**src/rtl/priv_1_13_trap_sequencer.sv**
```systemverilog
// Trap / xRET sequencer: flush request, drain wait, one-cycle CSR commit,
// then fetch redirect to the trap vector or return PC at the new privilege.
module priv_1_13_trap_sequencer #(
    parameter int unsigned DRAIN_TIMEOUT = 64
) (
    input  logic        CLK,
    input  logic        nRST,
    input  logic        intr,
    input  logic        intr_to_s,
    input  logic        is_interrupt,
    input  logic [4:0]  cause,
    input  logic        mret,
    input  logic        sret,
    input  logic [1:0]  mpp,
    input  logic        spp,
    input  logic        pipe_clear,
    input  logic        ex_mem_stall,
    input  logic [31:0] mtvec,
    input  logic [31:0] stvec,
    input  logic [31:0] mepc,
    input  logic [31:0] sepc,
    input  logic        insert_ack,
    output logic        flush_req,
    output logic        commit,
    output logic        insert_pc,
    output logic [31:0] priv_pc,
    output logic [1:0]  next_priv,
    output logic        busy,
    output logic        drain_timeout
);

    localparam int CW = $clog2(DRAIN_TIMEOUT + 1);

    typedef enum logic [1:0] {IDLE, WAIT_DRAIN, COMMIT, REDIRECT} state_e;
    typedef enum logic [1:0] {K_TRAP, K_MRET, K_SRET} kind_e;

    state_e        state_q, state_d;
    kind_e         kind_q, kind_d;
    logic [4:0]    cause_q, cause_d;
    logic          is_int_q, is_int_d;
    logic          to_s_q, to_s_d;
    logic [CW-1:0] cnt_q, cnt_d;
    logic          to_q, to_d;
    logic [31:0]   pc_q, pc_d;
    logic [1:0]    priv_q, priv_d;
    logic          flush_q, flush_d;
    logic          commit_q, commit_d;
    logic          ins_q, ins_d;
    logic          busy_q, busy_d;

    logic [31:0]   tvec, base, tgt;
    logic [1:0]    npriv;

    always_comb begin
        tvec  = to_s_q ? stvec : mtvec;
        base  = tvec & 32'hFFFF_FFFC;
        tgt   = base;
        npriv = to_s_q ? 2'b01 : 2'b11;
        unique case (kind_q)
            K_TRAP: begin
                // Vectored mode offsets interrupts only; exceptions use base.
                if (tvec[1:0] == 2'b01 && is_int_q)
                    tgt = base + {25'd0, cause_q, 2'b00};
            end
            K_MRET: begin
                tgt   = mepc & 32'hFFFF_FFFE;
                npriv = mpp;
            end
            K_SRET: begin
                tgt   = sepc & 32'hFFFF_FFFE;
                npriv = {1'b0, spp};
            end
            default: begin
                tgt = base;
            end
        endcase
    end

    always_comb begin
        state_d  = state_q;
        kind_d   = kind_q;
        cause_d  = cause_q;
        is_int_d = is_int_q;
        to_s_d   = to_s_q;
        cnt_d    = cnt_q;
        to_d     = to_q;
        pc_d     = pc_q;
        priv_d   = priv_q;
        unique case (state_q)
            IDLE: begin
                if (intr) begin
                    kind_d   = K_TRAP;
                    cause_d  = cause;
                    is_int_d = is_interrupt;
                    to_s_d   = intr_to_s;
                    state_d  = WAIT_DRAIN;
                end else if (mret) begin
                    kind_d  = K_MRET;
                    state_d = WAIT_DRAIN;
                end else if (sret) begin
                    kind_d  = K_SRET;
                    state_d = WAIT_DRAIN;
                end
            end
            WAIT_DRAIN: begin
                if (cnt_q != CW'(DRAIN_TIMEOUT))
                    cnt_d = cnt_q + CW'(1);
                if (cnt_q == CW'(DRAIN_TIMEOUT - 1))
                    to_d = 1'b1;
                if (kind_q == K_TRAP && is_int_q && !intr) begin
                    state_d = IDLE;
                end else if (pipe_clear && !ex_mem_stall) begin
                    state_d = COMMIT;
                    priv_d  = npriv;
                end
            end
            COMMIT: begin
                state_d = REDIRECT;
                pc_d    = tgt;
            end
            REDIRECT: begin
                if (insert_ack)
                    state_d = IDLE;
            end
        endcase
        if (state_d != WAIT_DRAIN)
            cnt_d = '0;
        flush_d  = (state_d != IDLE);
        busy_d   = (state_d != IDLE);
        commit_d = (state_d == COMMIT);
        ins_d    = (state_d == REDIRECT);
    end

    always_ff @(posedge CLK or negedge nRST) begin
        if (!nRST) begin
            state_q  <= IDLE;
            kind_q   <= K_TRAP;
            cause_q  <= '0;
            is_int_q <= 1'b0;
            to_s_q   <= 1'b0;
            cnt_q    <= '0;
            to_q     <= 1'b0;
            pc_q     <= '0;
            priv_q   <= '0;
            flush_q  <= 1'b0;
            commit_q <= 1'b0;
            ins_q    <= 1'b0;
            busy_q   <= 1'b0;
        end else begin
            state_q  <= state_d;
            kind_q   <= kind_d;
            cause_q  <= cause_d;
            is_int_q <= is_int_d;
            to_s_q   <= to_s_d;
            cnt_q    <= cnt_d;
            to_q     <= to_d;
            pc_q     <= pc_d;
            priv_q   <= priv_d;
            flush_q  <= flush_d;
            commit_q <= commit_d;
            ins_q    <= ins_d;
            busy_q   <= busy_d;
        end
    end

    assign flush_req     = flush_q;
    assign commit        = commit_q;
    assign insert_pc     = ins_q;
    assign priv_pc       = pc_q;
    assign next_priv     = priv_q;
    assign busy          = busy_q;
    assign drain_timeout = to_q;

endmodule

```
**config.mk**
```make
export PLATFORM = sky130hd
export DESIGN_NAME = priv_1_13_trap_sequencer
export DESIGN_NICKNAME = d
export VERILOG_FILES = /design/src/rtl/priv_1_13_trap_sequencer.sv
export SDC_FILE = /design/constraint.sdc
export NUM_CORES = 1
export LEC_CHECK = 0
export ABC_CLOCK_PERIOD_IN_PS = 4600
export CORE_MARGIN = 2
export CORE_UTILIZATION = 44
export DETAILED_ROUTE_END_ITERATION = 7
export PLACE_DENSITY = 0.82
export SLEW_MARGIN = 20
export SYNTH_ARGS = -nofsm -noshare
export SYNTH_HDL_FRONTEND = slang
export SYNTH_SLANG_ARGS = --single-unit
```
**constraint.sdc**
```tcl
create_clock -name CLK -period 4.6 [get_ports CLK]
set_input_delay 1.38 -clock CLK [delete_from_list [all_inputs] [get_ports CLK]]
set_output_delay 1.38 -clock CLK [all_outputs]
set_load 0.05 [all_outputs]
```
==> out/metrics.cfg, run 1 <==
[global_routing]
grtUsageTotal_pct = 28.14
global_route.usage.met2_pct = 50.61
overflow = 0
maximum_number_of_pins_on_one_net_before_global_route_repair = 65
most_used_routing_layer_in_global_routing = met2
antenna_found_initial = 0
number_of_global_route_vias_before_repair = 4836
grt_util_met3_pct = 6.579
grt_first_pass_wirelength_um = 24650
grt_use_met1_pct = 32.46

[setup_path]
cp_data_arrival_time_ns = 4.15
setup.reg_to_reg.worst_slack_ns = 1.50
cp_data_required_time_ns = 4.85
crit_type = input pin to flip-flop
critPathLaunchType = input pin
cp_max_fo = 8
critPathCaptureType = flip-flop

[power_and_ir_drop]
total_power_mw = 3.821
cell_internal_pwr_mw = 1.823
sequentialPowerShare_pct = 22.3
power.switching_mw = 1.998
clock_power_share_pct = 7.5
power.combinational.fraction_pct = 70.2
leakage_nw = 2.442
vdd.ir_drop.worst_v = 0.0004242
power-per-cell-area_nw_per_um2 = 605.3
netSwitchingFraction_pct = 52.29

[clocking]
numCtsBuffers = 5
cts-resized-gates = 0
setup_repair_bufs_after_cts = 0
cts-root-to-sink-buffers = 2
worst_skew_pair.late_latency_ns = 0.32
h_tree_lvl_count = 2
cts_tree = yes
cts_sinks = 55
holdBufCountCts = 0
clockRootBuffer = clkbuf_8
clock_transition_at_the_registers_of_the_reported_paths_ns = 0.11

[finish]
multi_input_logic_area_um2 = 2745
layout.cell_area.non_filler_um2 = 6314
layout.core_utilization_pct = 64.89
filler_cell_count = 836
nets = 825
antenna-diode-count = 0
syn_to_final_growth_pct = 43.88
share_of_layout_cells_above_drive_strength_1_pct = 9.431
sequential_cell_area_um2 = 1378
fin_cells = 801

[sta]
worst_slew_pin_slew_ns = 0.7960
postLayoutSetupSlackWorst_ns = 0.7000
max_clock_freq_mhz = 256.4
hold_viol_final = 0
tns_ns = 0
min_period_ns = 3.900
setup_violations = 0
timing_max_transition_violations_final = 0
slew_headroom_pct = 46.93
rsz0062_at_grt = false
min_period_over_period_pct = 84.78
final.setup_skew_ns = 0.008358
hold-worst-slack_ns = 0.4999

[synth]
synthArstFlopShare_pct = 100.0
synth_ff_type = dfrtp_1
synth.yosys.seq_area_share_pct = 31.37
yosys_register_bits = 55
synth_nets = 666
synth_cells = 508
post_synth.cell_area_avg_um2 = 8.638
post_synth_num_cell_types = 64
synth_edf_count = 0
synthesis.yosys.warnings = 0
mappedNetlistArea_um2 = 4388

[placement]
hpwl_um = 11710
io_buffer_count = 181
placed_cells_incl_taps = 793
placement.setup.worst_slack_ns = 0.4249
place_area_um2 = 6215
globalplace.congestion = 0.8782

[route]
vias = 4824
drt-total-wl_um = 15520
final_antenna_net_count = 0
routed_wire_length_per_instance_um = 19.37
drtPass1Iterations = 5
route.detailed.vias_per_inst = 6.022
detail_route.drc_violations = 0
detailed_router_s_first_iteration_violation_count = 363

[worst_hold_path]
holdCritPathClass = flip-flop to flip-flop

[die]
fp.dieW_um = 103.9
die_y_um = 103.9
std_cell_rows = 36
initial_core_util_pct = 45.10
pin_count = 185
fp.dieArea_um2 = 10790
core_area_um2 = 9729

[status]
run_status = finished, final reports clean

[run]
drv_cap = 0

## cell usage in the layout (no fill, tap or decap), types with 6 or more instances in the layout
| cell type | instances |
|---|---|
| o221ai_1 | 7 |
| nor3_1 | 6 |
| o21a_1 | 6 |
| buf_4 | 9 |
| nand4_1 | 7 |
| inv_1 | 14 |
| mux2_2 | 27 |
| nand3_1 | 12 |
| ha_1 | 10 |
| nand2_1 | 41 |
| a221o_1 | 9 |
| dfrtp_1 | 54 |
| a31oi_1 | 7 |
| mux2i_1 | 20 |
| o21ai_0 | 39 |
| a211oi_1 | 8 |
| nor2_1 | 51 |
| nand2b_1 | 7 |
| clkdlybuf4s50_1 | 180 |
| a221oi_1 | 19 |
| o22ai_1 | 8 |
| a21oi_1 | 36 |
## kinds of logic (layout without fill, tap and decap cells)
group           count (synthesis)  in the layout  share of synthesized area, %
mux                            48             48                         12.00
other cells                     1              1                       0.08546
flops                          55             55                         31.37
fa+ha+maj                      12             12                         3.593
xor+xnor                        7              7                         1.397
simple gates                  164            164                         19.42
buf+inv                        53            213                         6.301
compound gates                168            168                         25.83
## layout make-up
type | instances | share of cell area, %
clock buffers | 5 | 1.090
multi-input cells | 400 | 43.48
inverters | 15 | 0.8918
clock inverters | 3 | 0.3964
well taps | 133 | 2.636
flip-flops and latches | 55 | 21.82
repair buffers | 190 | 29.69
## power groups by stage
stage | Combinational, mW | Sequential [mW] | Clock [mW]
CTS | 2.67 | 0.847 | 0.290
global placement | 2.58 | 0.843 | 0
floorplan | 1.38 | 1.33 | 0
global route | 2.88 | 0.877 | 0.312
finish | 2.68 | 0.853 | 0.285
detailed placement | 2.65 | 0.855 | 0
## worst max-delay path, cell delays in order
cell	delay, ns
clkdlybuf4s50_1	0.43
mux2i_1	0.37
inv_1	0.09
ha_1	0.30
a211oi_1	0.09
o21a_1	0.27
nor3_4	0.39
nand2b_2	0.13
or4_1	0.52
a31oi_1	0.18
## worst paths after layout
| check | startpoint | endpoint | cells after the start |
|---|---|---|---|
| min in group asynchronous | nRST | priv_pc[25] | 1 |
| max in group asynchronous | nRST | next_priv[0] | 2 |
| max reg2reg | to_s_q | priv_pc[31] | 7 |
| min | drain_timeout | drain_timeout | 1 |
| max | stvec[3] | priv_pc[31] | 10 |
| min reg2reg | drain_timeout | drain_timeout | 1 |
## flip-flops by register name (all words and copies together), names as in the netlist, 2 cells and up
signal and flops:
next_priv 2, cnt_q 7, priv_pc 31, state_q 2, kind_q 2, cause_q 5
## cell usage after synthesis (all sizes together) (6+ instances only)
| cell | count | area [um2] |
|---|---|---|
| a211oi | 8 | 60.06 |
| a21oi | 37 | 188.9 |
| a221o | 9 | 90.09 |
| a221oi | 19 | 166.4 |
| a31oi | 7 | 43.79 |
| buf | 12 | 92.58 |
| clkbuf | 26 | 127.6 |
| dfrtp | 55 | 1376 |
| ha | 11 | 137.6 |
| inv | 14 | 52.55 |
| mux2 | 27 | 304.0 |
| mux2i | 21 | 222.7 |
| nand2 | 41 | 153.9 |
| nand2b | 8 | 52.55 |
| nand3 | 12 | 60.06 |
| nand4 | 8 | 56.30 |
| nor2 | 52 | 195.2 |
| nor3 | 8 | 51.30 |
| nor4 | 6 | 43.79 |
| o21a | 6 | 45.04 |
| o21ai | 39 | 195.2 |
| o221ai | 7 | 61.31 |
| o22ai | 8 | 50.05 |
## routing by layer
metal,up-vias,wire length [um]
li1,2233,-
met1,2317,5844
met2,238,7894
met3,36,1276
met4,0,502
met5,-,0
Power figures use the tool's default switching activity.
==> run 2, diff against run 1 <==
--- a/config.mk
+++ b/config.mk
@@ -5,11 +5,11 @@
 export SDC_FILE = /design/constraint.sdc
 export NUM_CORES = 1
 export LEC_CHECK = 0
-export ABC_CLOCK_PERIOD_IN_PS = 4600
+export ABC_CLOCK_PERIOD_IN_PS = 3330
 export CORE_MARGIN = 2
-export CORE_UTILIZATION = 44
+export CORE_UTILIZATION = 40
 export DETAILED_ROUTE_END_ITERATION = 7
-export PLACE_DENSITY = 0.82
+export PLACE_DENSITY = 0.79
 export SLEW_MARGIN = 20
 export SYNTH_ARGS = -nofsm -noshare
 export SYNTH_HDL_FRONTEND = slang
==> constraint.sdc (replaced) <==
create_clock -name CLK -period 3.33 [get_ports CLK]
set_input_delay 0.999 -clock CLK [delete_from_list [all_inputs] [get_ports CLK]]
set_output_delay 0.999 -clock CLK [all_outputs]
set_load 0.05 [all_outputs]
==> run 2 against run 1 <==
Compared with the run above:
- die area up 9.6%
- setup slack got worse by 0.62 ns
- clock power increased by 46%
- global-route usage is 2.6 points lower
- combinational power up 44%
- non-clock buffer count rose by 27
- sequential share of layout area decreased by 0.89 points
- total power rose by 43%
- clock-buffer cell count unchanged
- hold slack got worse by 0.019 ns
- largest cell class unchanged
==> out/metrics.cfg, run 2 (synthesized netlist as in run 1, its figures left out) <==
[setup_path]
worst_r2r_path_depth = 7
crit_type = input pin to flip-flop
critPathCaptureType = flip-flop
setup.reg_to_reg.worst_slack_ns = 0.36
cp_max_fo = 4
crit_reg_reg_endpoint = priv_pc[31]
cp_data_required_time_ns = 3.59
worst_r2r_startpoint = to_s_q
critPathLaunchType = input pin
cp_data_arrival_time_ns = 3.51

[finish]
nets = 852
layout.core_utilization_pct = 60.99
layout.cells.most_common = clkdlybuf4s50_1
filler_cell_count = 942
share_of_layout_cells_above_drive_strength_1_pct = 14.39
syn_to_final_growth_pct = 50.01
fin_cells = 835
number_of_flip_flops_in_the_largest_register = 31
antenna-diode-count = 0
commonest_non_fill_non_tap_cells_in_the_layout = 180 x clkdlybuf4s50_1, 54 x dfrtp_1, 51 x nor2_1, 41 x nand2_1, 37 x o21ai_0

[placement]
io_buffer_count = 181
globalplace.congestion = 0.9009
placed_cells_incl_taps = 826
hpwl_um = 11660

[die]
std_cell_rows = 38
initial_core_util_pct = 40.66
fp.dieW_um = 108.7
fp.dieArea_um2 = 11820
die_y_um = 108.7
core_area_um2 = 10790
pin_count = 185

[sta]
min_period_ns = 3.255
slew_headroom_pct = 29.85
hold_viol_final = 0
timing_max_transition_violations_final = 0
tns_ns = 0
worst_slew_pin_slew_ns = 1.052
hold-worst-slack_ns = 0.4812
min_period_over_period_pct = 97.74
setup_violations = 0
rsz0062_at_grt = true
final.setup_skew_ns = 0.007075
max_clock_freq_mhz = 307.2

[route]
final_antenna_net_count = 0
drtPass1Iterations = 5
drt-total-wl_um = 15490
routed_wire_length_per_instance_um = 18.56
route.detailed.vias_per_inst = 5.802
detail_route.drc_violations = 0
detailed_router_s_first_iteration_violation_count = 333
vias = 4845

[clocking]
cts-root-to-sink-buffers = 2
clock_transition_at_the_registers_of_the_reported_paths_ns = 0.12
numCtsBuffers = 5
cts_tree = yes
h_tree_lvl_count = 2
worst_skew_pair.late_latency_ns = 0.33
clockRootBuffer = clkbuf_8
cts_sinks = 55

[worst_hold_path]
timing.hold.worst_path_depth = 1
whs_endpoint = drain_timeout
holdCritPathClass = flip-flop to flip-flop
min_from = drain_timeout

[power_and_ir_drop]
power-per-cell-area_nw_per_um2 = 828.7
leakage_nw = 2.580
vdd.ir_drop.worst_v = 0.0005998
total_power_mw = 5.455

[global_routing]
grt_first_pass_wirelength_um = 23690
overflow = 0
antenna_found_initial = 0
number_of_global_route_vias_before_repair = 4856
maximum_number_of_pins_on_one_net_before_global_route_repair = 46
grtUsageTotal_pct = 25.57

[status]
run_status = finished, final reports clean

[run]
drv_cap = 0

==> run 2: cell types whose count changed in the layout (fill, tap and decap cells not counted), moves of 3 or more <==
cell	delta
nor3b_1	-3
inv_6	+3
buf_4	+27
nor3b_2	+3
nor4_1	-3
==> run 2: worst max path at each step <==
stage | start | end | slack, ns
2_1_floorplan | to_s_q | priv_pc[25] | 0.08
3_3_place_gp | stvec[2] | priv_pc[20] | -0.25
3_5_place_dp | stvec[2] | priv_pc[28] | -0.34
4_1_cts | stvec[2] | priv_pc[28] | 0.0009
5_1_grt | mtvec[3] | priv_pc[31] | -0.03
6_report | stvec[3] | priv_pc[31] | 0.08
==> run 2: final cells by class <==
type / count / area [um2] / share of cell area, %
Clock buffer: 5 / 68.82 / 1.045
Clock inverter: 3 / 26.28 / 0.3992
Inverter: 15 / 56.30 / 0.8554
Multi-Input combinational cell: 400 / 2801 / 42.56
Sequential cell: 55 / 1378 / 20.93
Tap cell: 140 / 175.2 / 2.661
Timing Repair Buffer: 217 / 2077 / 31.55
==> run 2: repair_timing <==
item	4_1_cts	5_1_grt
hold buffers	0	0
setup buffers	0	1
setup endpoints to repair	0	14
resized for setup	0	15
==> run 2: layer usage <==
layer  part of all wire, %  global-route usage, %  up-vias  wire length [um]
met5                     0                      0        -                 0
met4                   2.6                  9.158        0               408
met3                   6.8                  5.320       33              1050
met2                    51                  45.31      185              7834
met1                    40                  30.54     2335              6201
li1                      -                      -     2292                 -
==> run 2: metrics by stage <==
step / cell area [um2] / setup WS, ns
global route: 6583 / -0.02930
global placement: 6419 / -0.2518
CTS: 6514 / 0.0008913
finish: 6583 / 0.07523
floorplan: 4388 / 0.08256
detailed placement: 6419 / -0.3368
==> run 2: power breakdown <==
group / switching [mW] / leakage, nW / internal (mW)
clock: 0.260 / 0.0495 / 0.157
combinational: 2.31 / 1.86 / 1.54
sequential: 0.228 / 0.674 / 0.956
total: 2.80 / 2.58 / 2.65
==> run 2: worst max-delay path: stages <==
cell and delay [ns]:
clkdlybuf4s50_1 0.43, mux2i_2 0.24, inv_1 0.07, ha_1 0.31, a211oi_1 0.10, o21a_1 0.22
buf_4 0.15, nor3_4 0.19, nand2b_2 0.11, or4_1 0.51, a31oi_1 0.17
==> run 3, diff against run 2 <==
--- a/config.mk
+++ b/config.mk
@@ -5,11 +5,12 @@
 export SDC_FILE = /design/constraint.sdc
 export NUM_CORES = 1
 export LEC_CHECK = 0
-export ABC_CLOCK_PERIOD_IN_PS = 3330
+export ABC_CLOCK_PERIOD_IN_PS = 3100
 export CORE_MARGIN = 2
-export CORE_UTILIZATION = 40
+export CORE_UTILIZATION = 44
 export DETAILED_ROUTE_END_ITERATION = 7
-export PLACE_DENSITY = 0.79
+export HOLD_SLACK_MARGIN = 0.15
+export PLACE_DENSITY = 0.82
 export SLEW_MARGIN = 20
 export SYNTH_ARGS = -nofsm -noshare
 export SYNTH_HDL_FRONTEND = slang
==> constraint.sdc (replaced) <==
create_clock -name CLK -period 3.1 [get_ports CLK]
set_input_delay 0.93 -clock CLK [delete_from_list [all_inputs] [get_ports CLK]]
set_output_delay 0.93 -clock CLK [all_outputs]
set_load 0.05 [all_outputs]
==> run 3 against run 2 <==
Compared with the run above:
- the run now ends with negative setup slack left
- sequential cell count unchanged
- global-route usage up 2.8 points
- clock-buffer cell count unchanged
- wire length grew 3.9%
- total power up 14%
- register-to-register slack got worse by 0.08 ns
- combinational power increased by 17%
- hold slack gained 0.0058 ns
- largest cell class unchanged
==> out/metrics.cfg, run 3 (synthesized netlist as in run 1, its figures left out) <==
[placement]
hpwl_um = 11810
globalplace.congestion = 0.9629
io_buffer_count = 181

[clocking]
cts_sinks = 55
clock_transition_at_the_registers_of_the_reported_paths_ns = 0.11
h_tree_lvl_count = 2
numCtsBuffers = 5
cts_tree = yes
cts-root-to-sink-buffers = 2
worst_skew_pair.late_latency_ns = 0.32
holdBufCountCts = 0
clockRootBuffer = clkbuf_8

[route]
routed_wire_length_per_instance_um = 19.09
detail_route.drc_violations = 0
detailed_router_s_first_iteration_violation_count = 267
final_antenna_net_count = 0
drtPass1Iterations = 5
route.detailed.vias_per_inst = 5.943
drt-total-wl_um = 16090
vias = 5010

[power_and_ir_drop]
vdd.ir_drop.worst_v = 0.0005862
clock_power_share_pct = 6.8
leakage_nw = 2.700
power.switching_mw = 3.156
power-per-cell-area_nw_per_um2 = 909.7
netSwitchingFraction_pct = 50.87
sequentialPowerShare_pct = 20.7
cell_internal_pwr_mw = 3.048
total_power_mw = 6.205
power.combinational.fraction_pct = 72.5

[worst_hold_path]
holdCritPathClass = flip-flop to flip-flop
min_from = drain_timeout
whs_endpoint = drain_timeout
timing.hold.worst_path_depth = 1

[setup_path]
crit_reg_reg_endpoint = priv_pc[26]
crit_type = input pin to flip-flop
cp_data_arrival_time_ns = 3.38
critPathCaptureType = flip-flop
setup.reg_to_reg.worst_slack_ns = 0.28
cp_max_fo = 5
critPathLaunchType = input pin
worst_r2r_path_depth = 13
cp_data_required_time_ns = 3.36
worst_r2r_startpoint = to_s_q

[sta]
max_clock_freq_mhz = 320.5
postLayoutSetupSlackWorst_ns = -0.02020
worst_slew_pin_slew_ns = 0.7289
final.setup_skew_ns = 0.008229
timing_max_transition_violations_final = 0
min_period_over_period_pct = 100.7
slew_headroom_pct = 51.41
setup_violations = 1
hold-worst-slack_ns = 0.4870
hold_viol_final = 0
min_period_ns = 3.120

[die]
core_area_um2 = 9729
fp.dieArea_um2 = 10790
std_cell_rows = 36
pin_count = 185
fp.dieW_um = 103.9
initial_core_util_pct = 45.10
die_y_um = 103.9

[run]
drv_cap = 0

[finish]
share_of_layout_cells_above_drive_strength_1_pct = 17.89
nets = 867
antenna-diode-count = 0
filler_cell_count = 753
number_of_flip_flops_in_the_largest_register = 31
layout.cells.most_common = clkdlybuf4s50_1
syn_to_final_growth_pct = 55.43
commonest_non_fill_non_tap_cells_in_the_layout = 177 x clkdlybuf4s50_1, 54 x dfrtp_1, 50 x nor2_1, 48 x buf_4, 41 x nand2_1

[global_routing]
grtUsageTotal_pct = 28.41
number_of_global_route_vias_before_repair = 4964
maximum_number_of_pins_on_one_net_before_global_route_repair = 65
grt_first_pass_wirelength_um = 25160
antenna_found_initial = 0
overflow = 0

[status]
violations = negative setup slack
run_status = finished with violations

## run 3: critical path, stage by stage
cell             delay, ns
clkdlybuf4s50_1       0.50
mux2i_4               0.09
buf_4                 0.16
fa_2                  0.37
nor2b_4               0.14
o31a_1                0.18
buf_6                 0.14
o21bai_4              0.11
buf_4                 0.16
nor2_1                0.12
mux2_2                0.34
a21oi_1               0.14
## run 3: repair_timing
item | in CTS | in global routing
pin swaps | 7 | 14
buffers inserted | 5 | 4
cloned | 0 | 1
gates resized for setup | 12 | 25
endpoints found under the setup margin | 19 | 20
## run 3: metrics by stage
| step | setup TNS [ns] | setup slack (ns) | cell area, um2 | util [%] | cells |
|---|---|---|---|---|---|
| after global placement | -7.796 | -0.4775 | 6516 | 66.98 | 828 |
| after detailed placement | -9.106 | -0.5509 | 6516 | 66.98 | 828 |
| after CTS | -0.001853 | -0.001853 | 6709 | 68.96 | 840 |
| final | -0.02020 | -0.02020 | 6820 | 70.10 | 843 |
| after global routing | -0.09856 | -0.05087 | 6820 | 70.10 | 843 |
| after floorplan | 0 | 0.01011 | 4429 | - | 508 |
## run 3: layout make-up
type	instances	area, um2	area share, %
clock buffers	5	68.82	1.009
clock inverters	3	25.02	0.3669
flip-flops and latches	55	1378	20.20
repair buffers	231	2206	32.34
multi-input cells	401	2920	42.82
well taps	133	166.4	2.440
inverters	15	56.30	0.8255
## run 3: power groups by stage
stage | Combinational, mW | Sequential [mW] | Clock (mW)
final | 4.50 | 1.28 | 0.424
after floorplan | 2.07 | 1.97 | 0
after global routing | 4.80 | 1.32 | 0.445
after CTS | 4.28 | 1.27 | 0.425
after global placement | 4.07 | 1.26 | 0
after detailed placement | 4.17 | 1.27 | 0
## run 3: worst max path at each step
stage	slack [ns]	from	end
after floorplan	0.01	to_s_q	priv_pc[20]
after global placement	-0.48	stvec[2]	priv_pc[24]
after detailed placement	-0.55	mtvec[4]	priv_pc[24]
after CTS	-0.002	mtvec[2]	priv_pc[28]
after global routing	-0.05	stvec[3]	priv_pc[26]
final	-0.02	stvec[3]	priv_pc[26]
## run 3: layer usage
metal / GRT usage (%) / part of all wire [%] / vias up / wire, um
li1: - / - / 2319 / -
met1: 33.84 / 38 / 2414 / 6134
met2: 51.22 / 51 / 233 / 8253
met3: 5.827 / 7.5 / 44 / 1201
met4: 8.880 / 3.1 / 0 / 504
met5: 0 / 0 / - / 0
